## src/rtl/mips_ctrl_pkg.sv

```systemverilog
// Shared encodings for the multicycle MIPS control path: opcodes, functs,
// ALU operation codes, datapath mux selects and the FSM state type.
package mips_ctrl_pkg;

  localparam logic [5:0] OP_RTYPE = 6'b000000;
  localparam logic [5:0] OP_LW    = 6'b100011;
  localparam logic [5:0] OP_SW    = 6'b101011;
  localparam logic [5:0] OP_BEQ   = 6'b000100;
  localparam logic [5:0] OP_ADDI  = 6'b001000;
  localparam logic [5:0] OP_J     = 6'b000010;

  localparam logic [5:0] FN_ADD = 6'b100000;
  localparam logic [5:0] FN_SUB = 6'b100010;
  localparam logic [5:0] FN_AND = 6'b100100;
  localparam logic [5:0] FN_OR  = 6'b100101;
  localparam logic [5:0] FN_SLT = 6'b101010;
  localparam logic [5:0] FN_NOR = 6'b100111;

  localparam logic [3:0] ALU_ADD = 4'b1000;
  localparam logic [3:0] ALU_SUB = 4'b0110;
  localparam logic [3:0] ALU_AND = 4'b0000;
  localparam logic [3:0] ALU_OR  = 4'b0001;
  localparam logic [3:0] ALU_SLT = 4'b0111;
  localparam logic [3:0] ALU_NOR = 4'b1100;

  localparam logic [1:0] PCSRC_ALU    = 2'd0;
  localparam logic [1:0] PCSRC_ALUOUT = 2'd1;
  localparam logic [1:0] PCSRC_JUMP   = 2'd2;

  localparam logic [1:0] SRCB_RT     = 2'd0;
  localparam logic [1:0] SRCB_FOUR   = 2'd1;
  localparam logic [1:0] SRCB_IMM    = 2'd2;
  localparam logic [1:0] SRCB_IMMSL2 = 2'd3;

  typedef enum logic [3:0] {
    S_FETCH  = 4'd0,
    S_DECODE = 4'd1,
    S_MEMADR = 4'd2,
    S_MEMRD  = 4'd3,
    S_MEMWB  = 4'd4,
    S_MEMWR  = 4'd5,
    S_EXEC   = 4'd6,
    S_ALUWB  = 4'd7,
    S_BRANCH = 4'd8,
    S_JUMP   = 4'd9,
    S_ADDIEX = 4'd10,
    S_ADDIWB = 4'd11
  } state_e;

endpackage

```

## src/rtl/alu_op_decode.sv

```systemverilog
// R-type funct field to ALU operation code; valid=0 for unsupported functs.
module alu_op_decode
  import mips_ctrl_pkg::*;
(
  input  logic [5:0] funct,
  output logic [3:0] alu_ctr,
  output logic       valid
);

  // Pure lookup; unsupported functs fall back to ADD with valid low
  always_comb begin
    alu_ctr = ALU_ADD;
    valid   = 1'b1;
    case (funct)
      FN_ADD:  alu_ctr = ALU_ADD;
      FN_SUB:  alu_ctr = ALU_SUB;
      FN_AND:  alu_ctr = ALU_AND;
      FN_OR:   alu_ctr = ALU_OR;
      FN_SLT:  alu_ctr = ALU_SLT;
      FN_NOR:  alu_ctr = ALU_NOR;
      default: valid   = 1'b0;
    endcase
  end

endmodule

```

## src/rtl/multicycle_ctrl.sv

```systemverilog
// Multicycle MIPS control FSM: one state per cycle from FETCH to writeback,
// memory stalls on mem_ready with a bounded wait, retired-instruction count.
module multicycle_ctrl
  import mips_ctrl_pkg::*;
#(
  parameter int unsigned CNT_W   = 32,
  parameter int unsigned TIMEOUT = 15
) (
  input  logic             clk,
  input  logic             rst_n,
  input  logic [5:0]       op,
  input  logic [5:0]       funct,
  input  logic             alu_zero,
  input  logic             mem_ready,
  output logic             pc_we,
  output logic [1:0]       pc_src,
  output logic             iord,
  output logic             mem_re,
  output logic             mem_we,
  output logic             ir_we,
  output logic             reg_we,
  output logic             reg_dst,
  output logic             mem_to_reg,
  output logic             alusrca,
  output logic [1:0]       alusrcb,
  output logic [3:0]       alu_ctr,
  output logic             illegal,
  output logic             bus_err,
  output logic [CNT_W-1:0] instr_cnt
);

  localparam int unsigned       WAIT_W    = 8;
  localparam logic [WAIT_W-1:0] WAIT_LAST = WAIT_W'(TIMEOUT - 1);

  state_e            state_q, state_d;
  logic [WAIT_W-1:0] wait_q, wait_d;
  logic [CNT_W-1:0]  cnt_q, cnt_d;
  logic [3:0]        dec_alu_ctr;
  logic              dec_valid;
  logic              in_mem, stalled, timeout, retire;

  alu_op_decode u_alu_op_decode (
    .funct   (funct),
    .alu_ctr (dec_alu_ctr),
    .valid   (dec_valid)
  );

  // Consecutive mem_ready-low cycles in a memory state; the TIMEOUT-th one aborts
  always_comb begin
    in_mem  = (state_q == S_FETCH) || (state_q == S_MEMRD) || (state_q == S_MEMWR);
    stalled = in_mem && !mem_ready;
    timeout = stalled && (wait_q == WAIT_LAST);
    wait_d  = (stalled && !timeout) ? wait_q + WAIT_W'(1) : '0;
  end

  // Next state and datapath controls; all enables forced low while in reset
  always_comb begin
    state_d    = state_q;
    retire     = 1'b0;
    pc_we      = 1'b0;
    pc_src     = PCSRC_ALU;
    iord       = 1'b0;
    mem_re     = 1'b0;
    mem_we     = 1'b0;
    ir_we      = 1'b0;
    reg_we     = 1'b0;
    reg_dst    = 1'b0;
    mem_to_reg = 1'b0;
    alusrca    = 1'b0;
    alusrcb    = SRCB_RT;
    alu_ctr    = ALU_ADD;
    illegal    = 1'b0;
    bus_err    = 1'b0;
    case (state_q)
      S_FETCH: begin
        alusrcb = SRCB_FOUR;
        if (timeout) begin
          bus_err = 1'b1;
        end else begin
          mem_re = 1'b1;
          if (mem_ready) begin
            ir_we   = 1'b1;
            pc_we   = 1'b1;
            state_d = S_DECODE;
          end
        end
      end
      S_DECODE: begin
        alusrcb = SRCB_IMMSL2;
        case (op)
          OP_LW, OP_SW: state_d = S_MEMADR;
          OP_RTYPE:     state_d = S_EXEC;
          OP_BEQ:       state_d = S_BRANCH;
          OP_ADDI:      state_d = S_ADDIEX;
          OP_J:         state_d = S_JUMP;
          default: begin
            illegal = 1'b1;
            state_d = S_FETCH;
          end
        endcase
      end
      S_MEMADR: begin
        alusrca = 1'b1;
        alusrcb = SRCB_IMM;
        state_d = (op == OP_SW) ? S_MEMWR : S_MEMRD;
      end
      S_MEMRD: begin
        iord = 1'b1;
        if (timeout) begin
          bus_err = 1'b1;
          state_d = S_FETCH;
        end else begin
          mem_re = 1'b1;
          if (mem_ready) state_d = S_MEMWB;
        end
      end
      S_MEMWB: begin
        reg_we     = 1'b1;
        mem_to_reg = 1'b1;
        retire     = 1'b1;
        state_d    = S_FETCH;
      end
      S_MEMWR: begin
        iord = 1'b1;
        if (timeout) begin
          bus_err = 1'b1;
          state_d = S_FETCH;
        end else begin
          mem_we = 1'b1;
          if (mem_ready) begin
            retire  = 1'b1;
            state_d = S_FETCH;
          end
        end
      end
      S_EXEC: begin
        alusrca = 1'b1;
        alu_ctr = dec_alu_ctr;
        if (dec_valid) begin
          state_d = S_ALUWB;
        end else begin
          illegal = 1'b1;
          state_d = S_FETCH;
        end
      end
      S_ALUWB: begin
        reg_we  = 1'b1;
        reg_dst = 1'b1;
        retire  = 1'b1;
        state_d = S_FETCH;
      end
      S_BRANCH: begin
        alusrca = 1'b1;
        alu_ctr = ALU_SUB;
        pc_src  = PCSRC_ALUOUT;
        pc_we   = alu_zero;
        retire  = 1'b1;
        state_d = S_FETCH;
      end
      S_JUMP: begin
        pc_src  = PCSRC_JUMP;
        pc_we   = 1'b1;
        retire  = 1'b1;
        state_d = S_FETCH;
      end
      S_ADDIEX: begin
        alusrca = 1'b1;
        alusrcb = SRCB_IMM;
        state_d = S_ADDIWB;
      end
      S_ADDIWB: begin
        reg_we  = 1'b1;
        retire  = 1'b1;
        state_d = S_FETCH;
      end
      default: state_d = S_FETCH;
    endcase
    if (!rst_n) begin
      pc_we   = 1'b0;
      mem_re  = 1'b0;
      mem_we  = 1'b0;
      ir_we   = 1'b0;
      reg_we  = 1'b0;
      illegal = 1'b0;
      bus_err = 1'b0;
    end
  end

  // Retired-instruction counter, wraps naturally at 2^CNT_W
  always_comb begin
    cnt_d = retire ? cnt_q + CNT_W'(1) : cnt_q;
  end

  // State, wait counter and retire counter registers
  always_ff @(posedge clk or negedge rst_n) begin
    if (!rst_n) begin
      state_q <= S_FETCH;
      wait_q  <= '0;
      cnt_q   <= '0;
    end else begin
      state_q <= state_d;
      wait_q  <= wait_d;
      cnt_q   <= cnt_d;
    end
  end

  assign instr_cnt = cnt_q;

endmodule

```

## config.mk

```make
export PLATFORM = sky130hd
export DESIGN_NAME = multicycle_ctrl
export DESIGN_NICKNAME = d
export VERILOG_FILES = /design/src/rtl/mips_ctrl_pkg.sv /design/src/rtl/alu_op_decode.sv /design/src/rtl/multicycle_ctrl.sv
export SDC_FILE = /design/constraint.sdc
export NUM_CORES = 1
export LEC_CHECK = 0
export CORE_AREA = 3 3 86 88
export CTS_CLUSTER_SIZE = 25
export DETAILED_ROUTE_END_ITERATION = 12
export DIE_AREA = 0 0 89 91
export PLACE_DENSITY = 0.63
export SYNTH_ARGS = -nofsm -noshare
export SYNTH_HDL_FRONTEND = slang
export SYNTH_SLANG_ARGS = --single-unit
export TNS_END_PERCENT = 20
```

## constraint.sdc

```tcl
create_clock -name clk -period 2.61 [get_ports clk]
set_clock_uncertainty 0.1 [all_clocks]
set_input_delay 0.6525 -clock clk [delete_from_list [all_inputs] [get_ports clk]]
set_output_delay 0.6525 -clock clk [all_outputs]
set_load 0.005 [all_outputs]
```

* Word-level counts from Yosys, hierarchy flattened *
Cells that the tools add are included.

cells by class
  eq/ne operators = 27
  add/sub/neg operators = 2
  reduce and logical (&&, ||, !) cells = 20
  muxes and demuxes = 41

operator list
  cell                                                                    count
  6-bit equality test (second input constant)                             8
  4-bit one-hot mux with 5 select lines                                   2
  32-bit by 1-bit adder with 32-bit output (second input constant)        1
  4-bit one-hot mux with 7 select lines                                   1
  4-bit 2-to-1 mux                                                        6
  1-bit 2-to-1 mux                                                        23
  4-bit by 3-bit equality test with 1-bit output (second input constant)  4
  4-bit equality test (second input constant)                             4
  6-bit OR reduction                                                      2
  8-bit by 1-bit adder with 8-bit output (second input constant)          1
  4-bit by 2-bit equality test with 1-bit output (second input constant)  2
  8-bit by 4-bit equality test with 1-bit output (second input constant)  1
  8-bit 2-to-1 mux                                                        1
  4-bit one-hot mux with 2 select lines                                   1
  2-bit OR reduction                                                      4
  6-bit by 2-bit equality test with 1-bit output (second input constant)  1
  6-bit by 3-bit equality test with 1-bit output (second input constant)  1
  6-bit by 4-bit equality test with 1-bit output (second input constant)  1
  6-bit logical NOT                                                       1
  3-bit 2-to-1 mux                                                        2
  3-bit inequality test (second input constant)                           2
  2-bit one-hot mux with 3 select lines                                   1
  3-bit OR reduction                                                      2
  5-bit OR reduction                                                      1
  other kinds (11)                                                        17

word-level totals
  logic and storage cells = 93
  register bits after elaboration = 44
  input port bits = 16

* Longest topological paths before layout *
Gate-level depths: netlist of run 1.

  word-level depth = 8
  mapped depth = 7
  gate-level depth less buffers = 7

* By module *
Synthesis of run 1 repeated with hierarchy kept, for this count alone.

unflattened totals
  cell total of the unflattened synthesis = 277
  area total of the unflattened synthesis = 2,685.1 um^2

modules (own cells, without submodules)
  module           area an instance (um^2)  cells an instance  instances
  multicycle_ctrl  2,562.5                  263                1
  alu_op_decode    122.6                    14                 1

* Worst setup path after synthesis of run 1 *
No wires, ideal clock.

  path type = input port to output port
  start = input port funct[1]
  end = output port illegal
  setup slack = 0.389 ns
  stages = 4
  data required time = 1.857 ns
  buffers on the path = 0
  arrival = 1.468 ns
  path through = mux2_2 -> o21ai_0 -> a311oi_1 -> o21a_1

between the ends
  word-level cells in the longest chain between the ends = 6
  elaborated cells on any way between the ends = 11

RTL lines
  item                                       line                    RTL
  from (decl)                                multicycle_ctrl.sv:12   input logic [5:0] funct,
  6-bit equality test                        alu_op_decode.sv:14     case (funct)
  6-bit OR reduction (no line) (*)           -
  1-bit 2-to-1 mux (*)                       alu_op_decode.sv:14
  1-bit 2-to-1 mux (*)                       multicycle_ctrl.sv:139  if (dec_valid) begin
  1-bit one-hot mux with 2 select lines (*)  multicycle_ctrl.sv:74   case (state_q)
  1-bit 2-to-1 mux (*)                       multicycle_ctrl.sv:178  if (!rst_n) begin
  to (decl)                                  multicycle_ctrl.sv:27   output logic illegal,

Every way passes the cells marked *; elsewhere a longest branch is shown, timed or not.

* Final worst setup path of run 1 *
  start = register wait_q[0]
  end = output port mem_we

between the ends
  word-level cells in the longest chain between the ends = 5

RTL lines
  item                                            line                    RTL
  from (decl)                                     multicycle_ctrl.sv:36   logic [WAIT_W-1:0] wait_q, wait_d;
  from (signal assigned)                          multicycle_ctrl.sv:202  wait_q <= wait_d;
  8-bit by 4-bit equality test with 1-bit output  multicycle_ctrl.sv:52   timeout = stalled && (wait_q == WAIT_LAST);
  1-bit logical AND                               multicycle_ctrl.sv:52
  1-bit 2-to-1 mux                                multicycle_ctrl.sv:125  if (timeout) begin
  1-bit 2-to-1 mux                                multicycle_ctrl.sv:74
  1-bit 2-to-1 mux                                multicycle_ctrl.sv:178
  to (decl)                                       multicycle_ctrl.sv:19   output logic mem_we,

Every way passes these cells.

==> results of run 1 <==
## kinds of logic (layout without fill, tap and decap cells)
| group | Yosys count | in the layout | share of synthesized area [%] |
|---|---|---|---|
| multiplexers | 3 | 3 | 1.27 |
| buffers and inverters | 14 | 124 | 3.32 |
| XOR/XNOR | 39 | 39 | 13.3 |
| AO/OA/AOI/OAI | 31 | 31 | 9.14 |
| flip-flops | 44 | 44 | 43.0 |
| adder cells (fa/ha/maj) | 3 | 3 | 1.47 |
| AND/OR/NAND/NOR | 130 | 130 | 28.5 |
## state kept, by name, indices dropped and copies added (netlist names)
| name | flops |
|---|---|
| instr_cnt | 32 |
| wait_q | 8 |
| state_q | 4 |
## metal layers
layer	part of all wire [%]	vias to the layer above	global-route usage, %
met2	49	57	27.2
met3	3.6	13	3.63
met5	0	-	0
met1	46	1145	22.6
li1	-	1165	-
met4	2.1	0	5.46
## cell usage in the layout (no fill, tap or decap), drive strengths merged, types with 4 or more instances in the layout
cell type       n
xor2           17
nand3          17
nand4          11
nor4            7
nand2          21
nor2           30
dfrtp          44
nor3           12
and3            9
o211ai          4
xnor2          22
buf            50
dlygate4sd2     9
a21oi           4
inv             4
clkbuf         11
o21ai           9
clkdlybuf4s50  41
nor3b           5
nand2b          4
clkdlybuf4s15   6
## how the worst min path moves through the flow
| stage | startpoint | end | slack, ns | cells after the start |
|---|---|---|---|---|
| 2_1_floorplan | rst_n | instr_cnt[0] | 0.26 | 0 |
| 3_5_place_dp | instr_cnt[31] | instr_cnt[31] | 0.36 | 1 |
| 6_report | rst_n | wait_q[7] | 0.36 | 2 |
| 4_1_cts | rst_n | wait_q[5] | 0.34 | 2 |
| 3_3_place_gp | instr_cnt[31] | instr_cnt[31] | 0.36 | 1 |
| 5_1_grt | rst_n | wait_q[5] | 0.34 | 2 |
## timing repair
| action | 4_1_cts | 5_1_grt |
|---|---|---|
| pin swaps | 8 | 5 |
| setup endpoints to repair | 16 | 14 |
| gates resized for setup | 54 | 29 |
| buffers inserted | 2 | 6 |
| endpoints found under the hold margin | 0 | 0 |
## stage by stage
stage | total power, W | hold slack, ns | util (%) | TNS, ns | setup slack [ns]
after floorplan | 0.00132 | 0.257 | - | 0 | 0.389
after global placement | 0.00177 | 0.359 | 52.6 | -3.82 | -0.570
after detailed placement | 0.00178 | 0.365 | 52.6 | -3.85 | -0.606
after CTS | 0.00224 | 0.344 | 54.7 | -0.257 | -0.104
after global routing | 0.00247 | 0.345 | 56.6 | -0.763 | -0.156
final | 0.00232 | 0.356 | 56.6 | -0.0642 | -0.0259
## layout make-up
cell class	instances	area [um^2]	share of cell area, %
clock buffers	8	90.1	2.37
inverters	4	15.0	0.395
multi-input cells	206	1490	39.3
flip-flops and latches	44	1100	29.0
well taps	80	100	2.63
repair buffers	112	998	26.3
## where the power goes
part / total, W / internal, W / switching (W)
sequential: 0.000842 / 0.000754 / 0.0000875
combinational: 0.00104 / 0.000540 / 0.000496
clock: 0.000441 / 0.000216 / 0.000225
==> flow_summary.toml, run 1 <==
[critical_path]
timing.critical_path.fanout_max = 3
critical_path_class = "reg -> out"
cell_breakdown_of_the_critical_path = "inv_2 > ha_4 > nand4b_1 > nor4_2 > buf_4 > and2_4 > buf_6 > nor4b_2 > buf_2"
reg2reg_depth = 7
worst-path-stages = 9
setup.worst_path.start_class = "register"
timing.critical_path.slowest_cell_delay_ns = 0.39
worstSetupEndpointType = "primary output"
crit_slowest_cell = "sky130_fd_sc_hd__dfrtp_1"
timing.critical_path.required_ns = 1.86
critical_path.n_buffers_inverters = 4
reg2reg_setup_slack_ns = 0.51
crit_start = "wait_q[0]"
crit_arrival_ns = 1.88
end_point_of_the_critical_path = "mem_we"
r2r-start = "state_q[1]"
reg2reg_to = "instr_cnt[8]"
cell_family_contributing_the_most_delay_on_the_critical_path = "simple AND/OR/NAND/NOR gates"

[grt]
antenna_found_initial = 0
grt_usage_pct = 17.0
grt_first_pass_wirelength_um = 11100
largest_net_degree_at_the_start_of_global_routing = 30
grt_overflow_total = 0
grt_pass1_vias = 2431

[floorplanning]
fp-row-count = 30
num_io_pins = 67
die-area_mm2 = 0.00810
die_height_um = 91
die_w_um = 89
core-area_mm2 = 0.00672
starting_utilization_of_the_core_area_pct = 38.1

[cells_and_area]
fillers = 610
final_area_mm2 = 0.00380
post_layout_nets = 392
area_growth_pct = 48.4
antenna_cells_inserted = 0
layout-drive-gt1-share_pct = 26.7
layout.cells.non_filler = 454

[route]
route.detailed.wl_per_inst_um = 14.8
detailroute.via_count = 2380
dr.pass1.iters = 4
drt-vias-per-instance = 5.24
drt_iter0_markers = 66
drt_drc_violations_left = 0
detail-route-antenna-nets = 0
routed_wirelength_um = 6700

[logic_synthesis]
synthFlopType = "sky130_fd_sc_hd__dfrtp_1"
yosys.cell_types.count = 52
synth-async-reset-ratio_pct = 100
yosysWarnings = 0
post_synth_design_cell_area_mm2 = 0.00256
synth.top_cell.area_share_pct = 43.0
yosysTopAreaCell = "sky130_fd_sc_hd__dfrtp_1"
postSynthRegisterBits = 44
synth_commonest_cells = "44 x sky130_fd_sc_hd__dfrtp_1, 30 x sky130_fd_sc_hd__nor2_1, 22 x sky130_fd_sc_hd__xnor2_1"
synth_edf_count = 0
leading_post_synthesis_cells_by_cell_area = "sky130_fd_sc_hd__dfrtp_1 43%, sky130_fd_sc_hd__xnor2_1 7.5%, sky130_fd_sc_hd__xor2_1 5.8%, sky130_fd_sc_hd__nor2_1 4.4%, sky130_fd_sc_hd__nand3_1 3.3%"
mean_cell_area_of_the_mapped_netlist_um2 = 9.70
synth.most_common_cell = "sky130_fd_sc_hd__dfrtp_1"
synth_seq_area_share_pct = 43.0
synth_fp_nets = 283
synth_cells = 264

[clock_network]
clkSinkCount = 44
cts_made_buffers = 5
clk-insertion-delay-late_ns = 0.29
tritoncts = "done"
cts_hold_buffers = 0
ctsLongestPathBuffers = 2
cts_max_level = 2
cts.clk_slew.worst_paths_ns = 0.08
ctsRootBufferMaster = "sky130_fd_sc_hd__clkbuf_8"

[timing]
fmaxAchievable_mhz = 379
grt_setup_unrepaired = "yes"
finalHoldViolCount = 0
timing.final.setup_violations = 4
tightestPinTransition_ns = 0.351
min_period_over_period_pct = 101
finalWorstPathRequiredPeriod_ns = 2.64
maxSlewHeadroom_pct = 76.4
setup_ws_ns = -0.0259
slew_viol_final = 0

[placed_design]
place_area_mm2 = 0.00353
numPortBuffers = 66
dp_hpwl_um = 4740
numPlacedInstances = 438
gpl.final_weighted_congestion = 0.757

[run]
maxCapViolations = 0

[power_and_ir_drop]
vdd_ir_drop_max_mv = 0.542
power.static_leakage_nw = 1.67
power_per_cell_area_mw_per_mm2 = 610

[status]
violations_in_the_final_reports = "setup timing"
result_of_the_run = "finished, violations left"

[min_path]
hold_class = "in -> async"
Power figures use the tool's default switching activity.
==> run 2: changes to the inputs <==
Settings changed: ABC_CLOCK_PERIOD_IN_PS set to 2610.
==> results of run 2 <==
No change in the layout: final DEF, timing and power equal those of run 1.
